File: src/rtl/nonlin_layer_sequencer.sv
// nonlin_layer_sequencer: drives one NONLINEAR_LAYER evaluation per request
//   (clear layer, stream ROM terms plus a 1.0 bias, wait out the MACC pipe, capture result).
// Ports:
//   clk_i, rst_ni          clock, asynchronous active-low reset
//   start_i, abort_i       request an evaluation / cancel one in progress
//   sample_base_i          ROM address of term 0, latched when start_i is accepted
//   busy_o, done_o         evaluation in flight / one-cycle result-valid pulse
//   rom_addr_o, rom_data_i input-ROM port (read latency 1 cycle)
//   layer_rst_o, acc_en_o, layer_in_o, layer_result_i   layer interface
//   result_o, result_exc_o captured result and its inf/NaN flag
module nonlin_layer_sequencer #(
   parameter int BIT_WIDTH    = 32,
   parameter int EXTRA_BITS   = 2,
   parameter int NUM_UNKNOWNS = 2,
   parameter int MAC_LATENCY  = 3,
   parameter int CLR_CYCLES   = 2,
   parameter int ADDR_WIDTH   = 4
) (
   input  logic                             clk_i,
   input  logic                             rst_ni,
   input  logic                             start_i,
   input  logic                             abort_i,
   input  logic [ADDR_WIDTH-1:0]            sample_base_i,
   output logic                             busy_o,
   output logic                             done_o,
   output logic [ADDR_WIDTH-1:0]            rom_addr_o,
   input  logic [BIT_WIDTH+EXTRA_BITS-1:0]  rom_data_i,
   output logic                             layer_rst_o,
   output logic                             acc_en_o,
   output logic [BIT_WIDTH+EXTRA_BITS-1:0]  layer_in_o,
   input  logic [BIT_WIDTH+EXTRA_BITS-1:0]  layer_result_i,
   output logic [BIT_WIDTH+EXTRA_BITS-1:0]  result_o,
   output logic                             result_exc_o
);
   localparam int DW    = BIT_WIDTH + EXTRA_BITS;
   localparam int TERMS = NUM_UNKNOWNS + 1;
   localparam int CW    = $clog2(CLR_CYCLES + TERMS + MAC_LATENCY + 1);
   localparam logic [DW-1:0] BIAS = {EXTRA_BITS'(1), BIT_WIDTH'(32'h3F80_0000)};

   typedef enum logic [2:0] {S_IDLE, S_CLEAR, S_FEED, S_DRAIN, S_CAPTURE, S_DONE} state_t;

   state_t                state_q, state_d;
   logic [CW-1:0]         cnt_q, cnt_d;
   logic [ADDR_WIDTH-1:0] base_q, base_d, addr_q, addr_d;
   logic                  busy_q, busy_d, done_q, done_d, lrst_q, lrst_d, acc_en_q, acc_en_d;
   logic                  feed_rom_q, feed_rom_d;
   logic [DW-1:0]         lin_q, lin_d, result_q, result_d;
   logic                  exc_q, exc_d;
   logic                  idle_or_done, abort_ok, cnt_last;

   always_comb begin
      idle_or_done = state_q == S_IDLE || state_q == S_DONE;
      abort_ok     = abort_i && !idle_or_done;
      cnt_last     = cnt_q == (state_q == S_CLEAR ? CW'(CLR_CYCLES-1) :
                               state_q == S_FEED  ? CW'(TERMS-1) : CW'(MAC_LATENCY-1));
      state_d      = state_q;
      unique case (state_q)
         S_IDLE, S_DONE: state_d = start_i ? S_CLEAR : S_IDLE;
         S_CLEAR:        state_d = cnt_last ? S_FEED : S_CLEAR;
         S_FEED:         state_d = cnt_last ? S_DRAIN : S_FEED;
         S_DRAIN:        state_d = cnt_last ? S_CAPTURE : S_DRAIN;
         S_CAPTURE:      state_d = S_DONE;
         default:        state_d = S_IDLE;
      endcase
      if (abort_ok) state_d = S_IDLE;
      cnt_d      = (state_d == state_q && state_q != S_IDLE) ? cnt_q + CW'(1) : '0;
      base_d     = (start_i && idle_or_done) ? sample_base_i : base_q;
      // Present the base address in the last CLEAR cycle so term 0 arrives on the first FEED cycle.
      addr_d     = (state_d == S_CLEAR && cnt_d == CW'(CLR_CYCLES-1)) ? base_d :
                   state_d == S_FEED ? addr_q + ADDR_WIDTH'(1) : addr_q;
      busy_d     = state_d == S_CLEAR || state_d == S_FEED || state_d == S_DRAIN || state_d == S_CAPTURE;
      done_d     = state_d == S_DONE;
      lrst_d     = state_d == S_CLEAR || abort_ok;
      acc_en_d   = state_d == S_FEED;
      feed_rom_d = state_d == S_FEED && cnt_d < CW'(NUM_UNKNOWNS);
      lin_d      = (state_d == S_FEED && cnt_d == CW'(NUM_UNKNOWNS)) ? BIAS : '0;
      result_d   = (state_q == S_CAPTURE && !abort_ok) ? layer_result_i : result_q;
      exc_d      = (state_q == S_CAPTURE && !abort_ok) ? layer_result_i[DW-1] : exc_q;
   end

   always_ff @(posedge clk_i or negedge rst_ni) begin
      if (!rst_ni) begin
         state_q    <= S_IDLE;
         cnt_q      <= '0;
         base_q     <= '0;
         addr_q     <= '0;
         busy_q     <= 1'b0;
         done_q     <= 1'b0;
         lrst_q     <= 1'b1;
         acc_en_q   <= 1'b0;
         feed_rom_q <= 1'b0;
         lin_q      <= '0;
         result_q   <= '0;
         exc_q      <= 1'b0;
      end else begin
         state_q    <= state_d;
         cnt_q      <= cnt_d;
         base_q     <= base_d;
         addr_q     <= addr_d;
         busy_q     <= busy_d;
         done_q     <= done_d;
         lrst_q     <= lrst_d;
         acc_en_q   <= acc_en_d;
         feed_rom_q <= feed_rom_d;
         lin_q      <= lin_d;
         result_q   <= result_d;
         exc_q      <= exc_d;
      end
   end

   // ROM data is already registered inside the ROM, so data terms pass straight through.
   assign layer_in_o   = feed_rom_q ? rom_data_i : lin_q;
   assign busy_o       = busy_q;
   assign done_o       = done_q;
   assign rom_addr_o   = addr_q;
   assign layer_rst_o  = lrst_q;
   assign acc_en_o     = acc_en_q;
   assign result_o     = result_q;
   assign result_exc_o = exc_q;
endmodule

File: config.mk
export PLATFORM = sky130hd
export DESIGN_NAME = nonlin_layer_sequencer
export DESIGN_NICKNAME = d
export VERILOG_FILES = /design/src/rtl/nonlin_layer_sequencer.sv
export SDC_FILE = /design/constraint.sdc
export NUM_CORES = 1
export LEC_CHECK = 0
export BUFFER_PORTS_ARGS = -buffer_cell sky130_fd_sc_hd__buf_2
export CELL_PAD_IN_SITES_DETAIL_PLACEMENT = 0
export CELL_PAD_IN_SITES_GLOBAL_PLACEMENT = 1
export CORE_ASPECT_RATIO = 1.5
export CORE_MARGIN = 1.5
export CORE_UTILIZATION = 35
export DETAILED_ROUTE_END_ITERATION = 10
export PLACE_DENSITY = 0.85
export SLEW_MARGIN = 40
export SYNTH_ARGS = -nofsm -noshare
export SYNTH_HDL_FRONTEND = slang
export SYNTH_SLANG_ARGS = --single-unit
File: constraint.sdc
create_clock -name clk_i -period 5.2 [get_ports clk_i]
set_clock_uncertainty 0.05 [all_clocks]
set_input_delay 1.04 -clock clk_i [delete_from_list [all_inputs] [get_ports clk_i]]
set_output_delay 1.04 -clock clk_i [all_outputs]
set_load 0.02 [all_outputs]
==> results.md <==
* Crit path max fanout at 35
* Initial Utilization at 0.362
* Worst path required time at 4.11 ns
* Post-CTS setup buffers at 0
* CTS root buf: clkbuf_8
* Initial antenna violation count at 0
* Tmin final at 2.67 ns
* Vias at 2167
* Num CTS Buffers at 5
* Fin nets at 445
* Num rows at 38
* Core Area at 7270 sq um
* Pwr Density at 378 nW/um^2
* Detailed placement HPWL at 4700 um
* Net Count, Synth at 300
* FILL cells at 686
* H-tree levels at 2
* Buf/Inv on CP at 1
* VDD IR max at 0.241 mV
* Mean number of vias per cell at 4.63
* Final Slew Violations at 0
* Vias in the first global route at 2189
* All-layer global routing usage at 0.157
* Die area at 8070 sq um
* Clock Pin Slew Worst Setup and Hold Paths at 0.09 ns
* Max-cap viol count at 0
* Status: complete, no violations
* Die X at 73.8 um
* Diode count at 0
* Period utilization at 0.514
* FMAX at 0.374 GHz
* WS Path Type: register to primary output
* Avg WL per Cell at 13.4 um
* Levels on crit path at 3
* Synth Cell Area at 2630 sq um
* Antenna-violating nets left at 0
* Area growth, synth to finish at 34.8%
* Crit path DAT at 1.58 ns
* TritonRoute pass-1 iters at 4
* CTS Buffer Depth at 2
* Critical path endpoint category: primary output
* Hold buffer count at cts at 0
* Final wirelength at 6260 um
* Global route overflow at 0
* Pin count of the biggest net entering global routing at 56
* CTS tree: yes
* Mapped Avg Cell Area at 11.9 sq um
* Synth warnings at 0
* Highest-count cells in the layout ignoring fill and taps: 152 x buf_2, 53 x dfrtp_1, 40 x mux2_2
* Post-Synthesis Cells at 222
* Distinct cells, synth at 42
* Cell area after layout at 3550 sq um
* Sink Count at 55
* Commonest non-fill, non-tap cell in the layout: buf_2
* Initial DRC Count at 122
* Sequential fraction of the synthesis area at 0.523
* Hold Crit Class: register to register
* Worst setup SP type: register
* Fin. Hold Viols at 0
* CP max-delay cell: dfrtp_2
* Endpoints failing setup at 0
* Cell Area, Placed at 3450 sq um
* Post_cts resized at 0
* Yosys reg bits at 55
* Post-Route Setup TNS at 0 ns
* Global placer's final weighted congestion at 0.693
* Pwr Total at 1340 uW
* Worst skew pair latency at 0.32 ns
* Leakage at 0.00192 uW
* Number of port buffers at 152
* Critical-path cell list: nand2b_1 -> nand2_1 -> buf_2
* Actual slew at the worst max-slew pin at 0.697 ns
* Top delay family on crit path: flip-flops
* Die Span Y at 109 um
* Critical path's largest stage delay at 0.65 ns
* DRC Markers at 0
* Reg2reg path depth at 4
* RSZ-0062 raised after global routing: no
* First-pass GRT wire length at 9820 um
* IO Pins at 153
* Relative slew margins at 0.535
* Layout cell share with drive strength beyond 1 at 0.579
* Hold Crit Depth at 1
layer usage:
layer / share of wire / global-route usage / routed length (um) / vias to the layer above
met5: 0 / 0 / 0 / -
met4: 0.011 / 0.0608 / 70 / 0
met3: 0.068 / 0.0490 / 425 / 4
met2: 0.52 / 0.272 / 3250 / 86
met1: 0.40 / 0.178 / 2510 / 1025
li1: - / - / - / 1052
registers in the layout, summed over array words and instances, names as in the netlist:
register and flops:
lin_q 1, layer_rst_o 1, state_q 3, feed_rom_q 1, busy_o 1, cnt_q 4
base_q 4, acc_en_o 1, result_o 34, rom_addr_o 4, done_o 1
layout make-up:
class	instances	area [sq um]	area share
inverters	1	3.75	0.00106
clock buffers	6	82.6	0.0233
well taps	100	125	0.0352
multi-input cells	150	1170	0.330
flip-flops and latches	55	1380	0.388
repair buffers	154	776	0.218
clock inverters	2	13.8	0.00388
cell usage after synthesis (all sizes together):
cell type	instances	area share
o221a	1	0.0043
a21o	2	0.0057
nand3	2	0.0038
and4	1	0.0038
nor2	11	0.016
or3	1	0.0024
a22o	1	0.0033
buf	7	0.019
nand4b	1	0.0033
clkbuf	9	0.013
dfrtp	54	0.51
nor2b	1	0.0024
mux2	43	0.19
o22a	1	0.0033
o21a	2	0.0057
o32a	1	0.0038
nor4b	4	0.013
nand4	1	0.0024
o21ai	4	0.0076
and3	1	0.0029
ha	2	0.0095
inv	1	0.0014
xnor2	5	0.017
a32oi	1	0.0062
o21bai	1	0.0029
nand2b	1	0.0024
o211ai	2	0.0076
nand2	20	0.029
and2	26	0.062
a22oi	1	0.0029
nor3	3	0.0057
a21oi	4	0.0076
dfstp	1	0.010
xor2	3	0.010
or4b	2	0.0090
nor3b	1	0.0029
through the flow:
step                utilization  worst slack, ns  hold WS, ns  instances
floorplan                     -             2.76        0.415        222
CTS                       0.488             2.25        0.467        468
detailed placement        0.475             2.41        0.440        460
finish                    0.488             2.53        0.461        468
global placement          0.475             2.46        0.435        460
global route              0.488             2.42        0.480        468
report_power, final:
| part | internal (uW) | total [uW] | switching [uW] |
|---|---|---|---|
| logic | 231 | 495 | 264 |
| registers | 508 | 595 | 86.6 |
| clock network | 109 | 252 | 143 |
final timing paths:
kind	slack [ns]	to	startpoint
min reg2reg	0.46	base_q[3]$_DFF_PN0_	base_q[3]$_DFF_PN0_
max reg2reg	2.98	rom_addr_o[1]$_DFFE_PN0P_	state_q[2]$_DFF_PN0_
max	2.53	layer_in_o[23]	feed_rom_q$_DFF_PN0_
min	0.46	base_q[3]$_DFF_PN0_	base_q[3]$_DFF_PN0_
max in group asynchronous	3.79	feed_rom_q$_DFF_PN0_	rst_ni
min in group asynchronous	0.79	base_q[2]$_DFF_PN0_	rst_ni
cell families (layout without fill, tap and decap cells):
group / count (synthesis) / count (layout) / synth area share
muxes: 43 / 43 / 0.187
adders and majority gates: 2 / 2 / 0.00950
DFF: 55 / 55 / 0.523
AOI/OAI and AO/OA: 21 / 21 / 0.0608
and+or+nand+nor: 76 / 76 / 0.160
buffers and inverters: 17 / 163 / 0.0333
xor gates and xnor gates: 8 / 8 / 0.0266
(Power assumes the default switching activity.)
